--- src/rtl/axi_switch_pkg.sv ---
// Shared types and helpers for the AXI switch W-path blocks.
package axi_switch_pkg;

    // Index width for n items, never narrower than one bit.
    function automatic int unsigned idxWidth(input int unsigned n);
        return (n <= 2) ? 1 : $clog2(n);
    endfunction

    // Control half of a destination output register; src and dat widths are
    // set by the instantiating module's parameters.
    typedef struct packed {
        logic vld;
        logic last;
    } wCtl_t;

endpackage

--- src/rtl/idx_fifo.sv ---
// Small synchronous FIFO of index values used to record AW grant order.
module idx_fifo
    import axi_switch_pkg::*;
#(
    parameter int unsigned WIDTH = 1,
    parameter int unsigned DEPTH = 4
) (
    input  logic             clk,
    input  logic             rstn,
    input  logic             push,
    input  logic [WIDTH-1:0] pushData,
    input  logic             pop,
    output logic [WIDTH-1:0] head,
    output logic             full,
    output logic             empty
);

    localparam int unsigned PtrW = idxWidth(DEPTH);
    localparam int unsigned CntW = $clog2(DEPTH + 1);

    logic [WIDTH-1:0] mem_q [DEPTH];
    logic [PtrW-1:0]  wrPtr_q, wrPtr_d;
    logic [PtrW-1:0]  rdPtr_q, rdPtr_d;
    logic [CntW-1:0]  count_q, count_d;
    logic             doPush, doPop;

    function automatic logic [PtrW-1:0] nextPtr(input logic [PtrW-1:0] p);
        return (p == PtrW'(DEPTH - 1)) ? '0 : p + 1'b1;
    endfunction

    always_comb begin
        full    = (count_q == CntW'(DEPTH));
        empty   = (count_q == '0);
        head    = mem_q[rdPtr_q];
        doPush  = push && !full;
        doPop   = pop && !empty;
        wrPtr_d = doPush ? nextPtr(wrPtr_q) : wrPtr_q;
        rdPtr_d = doPop ? nextPtr(rdPtr_q) : rdPtr_q;
        count_d = count_q;
        unique case ({doPush, doPop})
            2'b10:   count_d = count_q + 1'b1;
            2'b01:   count_d = count_q - 1'b1;
            default: count_d = count_q;
        endcase
    end

    always_ff @(posedge clk or negedge rstn) begin
        if (!rstn) begin
            wrPtr_q <= '0;
            rdPtr_q <= '0;
            count_q <= '0;
            for (int i = 0; i < DEPTH; i++) begin
                mem_q[i] <= '0;
            end
        end else begin
            wrPtr_q <= wrPtr_d;
            rdPtr_q <= rdPtr_d;
            count_q <= count_d;
            if (doPush) begin
                mem_q[wrPtr_q] <= pushData;
            end
        end
    end

endmodule

--- src/rtl/w_route_scheduler.sv ---
// Burst-locked W scheduler: steers each source's W beats to destinations in AW
// grant order, delivering whole bursts per destination without interleave.
module w_route_scheduler
    import axi_switch_pkg::*;
#(
    parameter int unsigned S     = 2,
    parameter int unsigned D     = 2,
    parameter int unsigned WIDTH = 64,
    parameter int unsigned DEPTH = 4,
    parameter int unsigned LOG_S = idxWidth(S),
    parameter int unsigned LOG_D = idxWidth(D)
) (
    input  logic             clk,
    input  logic             rstn,
    input  logic             awVld_i,
    input  logic [LOG_S-1:0] awSrc_i,
    input  logic [LOG_D-1:0] awDst_i,
    output logic             awRdy_o,
    input  logic [S-1:0]     srcWVld_i,
    input  logic [WIDTH-1:0] srcWDat_i [S],
    input  logic [S-1:0]     srcWLast_i,
    output logic [S-1:0]     srcWRdy_o,
    output logic [D-1:0]     dstWVld_o,
    output logic [WIDTH-1:0] dstWDat_o [D],
    output logic [D-1:0]     dstWLast_o,
    output logic [LOG_S-1:0] dstWSrc_o [D],
    input  logic [D-1:0]     dstWRdy_i
);

    logic [LOG_D-1:0] srcHead [S];
    logic [S-1:0]     srcFull, srcEmpty, srcPush, srcPop;
    logic [LOG_S-1:0] dstHead [D];
    logic [D-1:0]     dstFull, dstEmpty, dstPush, dstPop;

    logic             awPush;
    logic [S-1:0]     match, xfer;
    logic [D-1:0]     slotFree;

    logic [D-1:0]     dXfer, dLast;
    logic [LOG_S-1:0] dSrc [D];
    logic [WIDTH-1:0] dDat [D];

    wCtl_t            oCtl_q [D];
    wCtl_t            oCtl_d [D];
    logic [LOG_S-1:0] oSrc_q [D];
    logic [LOG_S-1:0] oSrc_d [D];
    logic [WIDTH-1:0] oDat_q [D];
    logic [WIDTH-1:0] oDat_d [D];

    for (genvar s = 0; s < S; s++) begin : gSrcQ
        idx_fifo #(
            .WIDTH (LOG_D),
            .DEPTH (DEPTH)
        ) uSrcQ (
            .clk      (clk),
            .rstn     (rstn),
            .push     (srcPush[s]),
            .pushData (awDst_i),
            .pop      (srcPop[s]),
            .head     (srcHead[s]),
            .full     (srcFull[s]),
            .empty    (srcEmpty[s])
        );
    end

    for (genvar d = 0; d < D; d++) begin : gDstQ
        idx_fifo #(
            .WIDTH (LOG_S),
            .DEPTH (DEPTH)
        ) uDstQ (
            .clk      (clk),
            .rstn     (rstn),
            .push     (dstPush[d]),
            .pushData (awSrc_i),
            .pop      (dstPop[d]),
            .head     (dstHead[d]),
            .full     (dstFull[d]),
            .empty    (dstEmpty[d])
        );
    end

    // Occupancy-only acceptance: a same-cycle WLAST pop does not free a slot.
    always_comb begin
        awRdy_o = 1'b0;
        if ((32'(awSrc_i) < S) && (32'(awDst_i) < D)) begin
            awRdy_o = !srcFull[awSrc_i] && !dstFull[awDst_i];
        end
        awPush = awVld_i && awRdy_o;
        for (int s = 0; s < S; s++) begin
            srcPush[s] = awPush && (awSrc_i == LOG_S'(s));
        end
        for (int d = 0; d < D; d++) begin
            dstPush[d] = awPush && (awDst_i == LOG_D'(d));
        end
    end

    always_comb begin
        for (int d = 0; d < D; d++) begin
            slotFree[d] = !oCtl_q[d].vld || dstWRdy_i[d];
        end
    end

    // A source may send only when it is at the head of its target's queue.
    always_comb begin
        for (int s = 0; s < S; s++) begin
            match[s]     = !srcEmpty[s] && !dstEmpty[srcHead[s]] &&
                           (dstHead[srcHead[s]] == LOG_S'(s));
            srcWRdy_o[s] = match[s] && slotFree[srcHead[s]];
        end
    end

    always_comb begin
        xfer   = srcWVld_i & srcWRdy_o;
        srcPop = xfer & srcWLast_i;
    end

    // Gather per-destination transfers; route matching guarantees one source each.
    always_comb begin
        dXfer  = '0;
        dLast  = '0;
        dstPop = '0;
        for (int d = 0; d < D; d++) begin
            dSrc[d] = '0;
            dDat[d] = '0;
        end
        for (int s = 0; s < S; s++) begin
            if (xfer[s]) begin
                dXfer[srcHead[s]]  = 1'b1;
                dLast[srcHead[s]]  = srcWLast_i[s];
                dSrc[srcHead[s]]   = LOG_S'(s);
                dDat[srcHead[s]]   = srcWDat_i[s];
                dstPop[srcHead[s]] = srcWLast_i[s];
            end
        end
    end

    always_comb begin
        for (int d = 0; d < D; d++) begin
            oCtl_d[d] = oCtl_q[d];
            oSrc_d[d] = oSrc_q[d];
            oDat_d[d] = oDat_q[d];
            if (dXfer[d]) begin
                oCtl_d[d].vld  = 1'b1;
                oCtl_d[d].last = dLast[d];
                oSrc_d[d]      = dSrc[d];
                oDat_d[d]      = dDat[d];
            end else if (dstWRdy_i[d]) begin
                oCtl_d[d].vld = 1'b0;
            end
        end
    end

    always_ff @(posedge clk or negedge rstn) begin
        if (!rstn) begin
            for (int d = 0; d < D; d++) begin
                oCtl_q[d] <= '0;
                oSrc_q[d] <= '0;
                oDat_q[d] <= '0;
            end
        end else begin
            for (int d = 0; d < D; d++) begin
                oCtl_q[d] <= oCtl_d[d];
                oSrc_q[d] <= oSrc_d[d];
                oDat_q[d] <= oDat_d[d];
            end
        end
    end

    always_comb begin
        for (int d = 0; d < D; d++) begin
            dstWVld_o[d]  = oCtl_q[d].vld;
            dstWLast_o[d] = oCtl_q[d].last;
            dstWSrc_o[d]  = oSrc_q[d];
            dstWDat_o[d]  = oDat_q[d];
        end
    end

endmodule

--- config.mk ---
export PLATFORM = sky130hd
export DESIGN_NAME = w_route_scheduler
export DESIGN_NICKNAME = d
export VERILOG_FILES = /design/src/rtl/axi_switch_pkg.sv /design/src/rtl/idx_fifo.sv /design/src/rtl/w_route_scheduler.sv
export SDC_FILE = /design/constraint.sdc
export NUM_CORES = 1
export LEC_CHECK = 0
export CAP_MARGIN = 10
export CORE_MARGIN = 8
export CORE_UTILIZATION = 47
export DETAILED_ROUTE_END_ITERATION = 10
export PLACE_DENSITY = 0.81
export SLEW_MARGIN = 10
export SYNTH_ARGS = -nofsm -noshare
export SYNTH_HDL_FRONTEND = slang
export SYNTH_SLANG_ARGS = --single-unit
--- constraint.sdc ---
create_clock -name clk -period 3.9 [get_ports clk]
set_clock_uncertainty 0.05 [all_clocks]
set_input_delay 0.975 -clock clk [delete_from_list [all_inputs] [get_ports clk]]
set_output_delay 0.975 -clock clk [all_outputs]
set_load 0.01 [all_outputs]
==> run_results.csv <==
group,metric,value,unit
setup_path,cp-end-kind,"output pin",
hold_path,hp-class,"reg -> reg",
clocking,cts_setup_buffers,0,
synth,synth_seq_area_share,0.5195,
grt,grt_max_degree,82,
clocking,clockBufferDepth,2,
synth,postSynthCellCount,692,
setup_path,path_cells,"clkdlybuf4s50_1, nand2b_1, nand4b_1, a21oi_1, clkdlybuf4s50_1",
route,dr.pass1.iters,7,
final_layout,finalInstanceArea,12110,sq um
clocking,tritoncts,"done",
clocking,clock_latency,430,ps
grt,antenna_found_initial,2,
sta,slew-limit-headroom,0.2768,
synth,syn_nets,859,
placement,place_hpwl,20.74,mm
route,wirelength,29.37,mm
setup_path,cpMaxStageDelayCell,"clkdlybuf4s50_1",
synth,post_synth.cell_area_avg,12.39,sq um
clocking,cts_hold_buf,0,
synth,synth.ff_latch_count,178,
route,vias,7398,
route,drc,0,
synth,ys_types,45,
placement,place.gp.congestion,0.8615,
route,drtIter0Drc,479,
synth,async_flop_share,1.000,
sta,period_share,0.9456,
grt,grtUsageMet2,0.4161,
sta,period_minus_slack,3688,ps
final_layout,drive_above_1_share,0.1584,
setup_path,rrSetupSlack,960,ps
synth,syn_area,8574,sq um
setup_path,worst_setup_path_start_kind,"primary input",
grt,top_usage_layer,"met2",
synth,synth-compound-area-share,0.1745,
run_status,status,"finished clean",
synth,synth_xor_area_frac,0.01226,
floorplan,die_h,151.1,microns
grt,track_usage,0.2539,
sta,drv_slew,0,
job,cap_violations,0,
sta,worst_pin_slew,1085,ps
floorplan,io_pins,276,
route,ant_nets,0,
grt,met1_usage,0.3181,
synth,synth_top_family_by_area,"compound AO/OA/AOI/OAI gates",
clocking,clkTransAtPathRegs,60,ps
clocking,clock-sinks,178,
setup_path,path_max_fanout,5,
clocking,root_buffer,"clkbuf_16",
final_layout,fin_util,0.6739,
sta,hold_viol,0,
synth,synth_edf_count,0,
sta,setup_viol,0,
sta,rsz0062_at_grt,"false",
setup_path,criticalPathCategory,"in -> out",
floorplan,rows,49,
power,p_per_area,949.6,nW/um^2
placement,port_buffers,275,
grt,overflow,0,
route,routedWlPerCell,24.52,microns
grt,grt_pass1_wl,44.51,mm
clocking,ctsResizeCount,0,
sta,setup_tns,0,ps
synth,yosys.area_share.simple,0.1449,
final_layout,n_fill_cell,1366,
grt,met3_usage,0.05766,
synth,yosysWarnings,0,
final_layout,nNetsFinal,1121,
power,power.leakage,5.256,nW
floorplan,start_util,0.4773,
power,vdd_drop_max,0.0005470,V
clocking,cts_inserted_buffers,17,
synth,synth_ff_type,"dfrtp_1",
route,via_per_inst,6.175,
setup_path,critPathMaxStageDelay,590,ps
final_layout,syn_to_final_growth,41.18,%
floorplan,fp.dieArea,22820,sq um
floorplan,coreArea,17960,sq um
floorplan,dieWidth,151.1,microns
sta,max_freq,0.2711,GHz
placement,postPlaceCellArea,11510,sq um
setup_path,critical-path-top-cell-by-count,"clkdlybuf4s50_1",
setup_path,cp_data_arrival_time,2660,ps
setup_path,critPathRequiredTime,2870,ps
clocking,htreeDepth,4,
sta,fin_hold_ws,427.1,ps
synth,synth_fa_ha_area_frac,0.04436,
synth,muxShareOfSynthArea,0.05720,
grt,grt_pass1_vias,7588,
report_power, final:
part,leakage (nW),internal [mW],switching (mW),total [mW]
Clock,0.283,0.980,0.747,1.73
Sequential,2.12,2.81,0.634,3.44
Combinational,2.86,3.22,3.11,6.33
Total,5.26,7.01,4.49,11.5
Yosys cell counts (all sizes together), types with 2 or more instances:
cell type / count / area [sq um]
a21o: 2 / 15.01
nand3: 6 / 30.03
nand2b: 4 / 25.02
nor2b: 4 / 25.02
inv: 21 / 78.83
and2: 2 / 12.51
xnor2: 4 / 35.03
dfrtp: 178 / 4454
a22o: 2 / 17.52
o21ai: 4 / 20.02
a21oi: 2 / 10.01
buf: 25 / 198.9
clkbuf: 34 / 127.6
fa: 4 / 80.08
mux2: 32 / 360.3
o221a: 53 / 596.8
ha: 24 / 300.3
a221o: 75 / 750.7
nand2: 8 / 30.03
nor3: 2 / 10.01
mux4: 4 / 90.09
mux2i: 4 / 40.04
nor3b: 5 / 37.54
nor2: 19 / 76.32
xor2: 8 / 70.07
o22ai: 2 / 25.02
nand4: 18 / 112.6
and3: 77 / 481.7
or3: 57 / 361.6
o31ai: 2 / 15.01
layer usage:
layer | share of wire | routed length [microns]
met1 | 0.40 | 11770
met2 | 0.49 | 14450
met3 | 0.079 | 2307
met4 | 0.029 | 846
met5 | 0 | 0
state kept, by name (all words and copies together), names as in the netlist:
register and cells:
gDstQ.uDstQ.wrPtr_q 4, gSrcQ.uSrcQ.rdPtr_q 4, dstWLast_o 2, gSrcQ.uSrcQ.mem_q 8, gDstQ.uDstQ.rdPtr_q 4, dstWSrc_o 2, dstWVld_o 2, gDstQ.uDstQ.count_q 6
gDstQ.uDstQ.mem_q 8, gSrcQ.uSrcQ.wrPtr_q 4, gSrcQ.uSrcQ.count_q 6, dstWDat_o 128
stage by stage:
step,worst slack [ps],power (mW),std cells
global route,189.8,12.15,1197
CTS,248.5,11.53,1195
global placement,270.8,9.590,1164
finish,212.0,11.49,1198
detailed placement,273.2,9.750,1164
floorplan,1029,6.994,692
kinds of logic after synthesis:
kind of cell    after synthesis
simple gates                207
mux                          40
xor+xnor                     12
buf+inv                      80
flops                       178
compound gates              147
fa+ha+maj                    28
worst paths after layout:
path,startpoint,to,cells past startpoint
worst max-delay path,dstWRdy_i[0],srcWRdy_o[1],5
worst min-delay path,dstWLast_o[1],dstWLast_o[1],1
worst max register to register,gSrcQ[1].uSrcQ.rdPtr_q[0],gSrcQ[1].uSrcQ.count_q[2],9
worst min register to register,dstWLast_o[1],dstWLast_o[1],1
max in group asynchronous,rstn,gSrcQ[1].uSrcQ.rdPtr_q[1],2
min in group asynchronous,rstn,dstWDat_o[64],1
layout make-up:
type                    instances  area (sq um)  share of cell area
diodes                          3         7.507           0.0006202
clock buffers                  20         456.7             0.03773
clock inverters                11         128.9             0.01065
inverters                      21         78.83            0.006512
multi-input cells             434          3724              0.3076
flip-flops and latches        178          4454              0.3680
well taps                     229         286.5             0.02367
repair buffers                302          2969              0.2453
cells in the final DEF, fill, tap and decap left out, drive strengths merged, types with 6 or more instances in the layout:
master and n:
dfrtp 178, clkbuf 20, nand2 8, buf 28, a221o 75, inv 23, mux2 32, o221a 53
nand3 6, nor2 19, and3 77, clkdlybuf4s50 274, nand4 18, xor2 8, ha 24, or3 57
worst max-delay path: cells and delay by family:
kind,cells,cell delay (ps)
buffers and inverters,2,1040
AND/OR/NAND/NOR,2,380
AO/OA/AOI/OAI,1,270
Note: power is estimated with default switching activity, not from simulation.
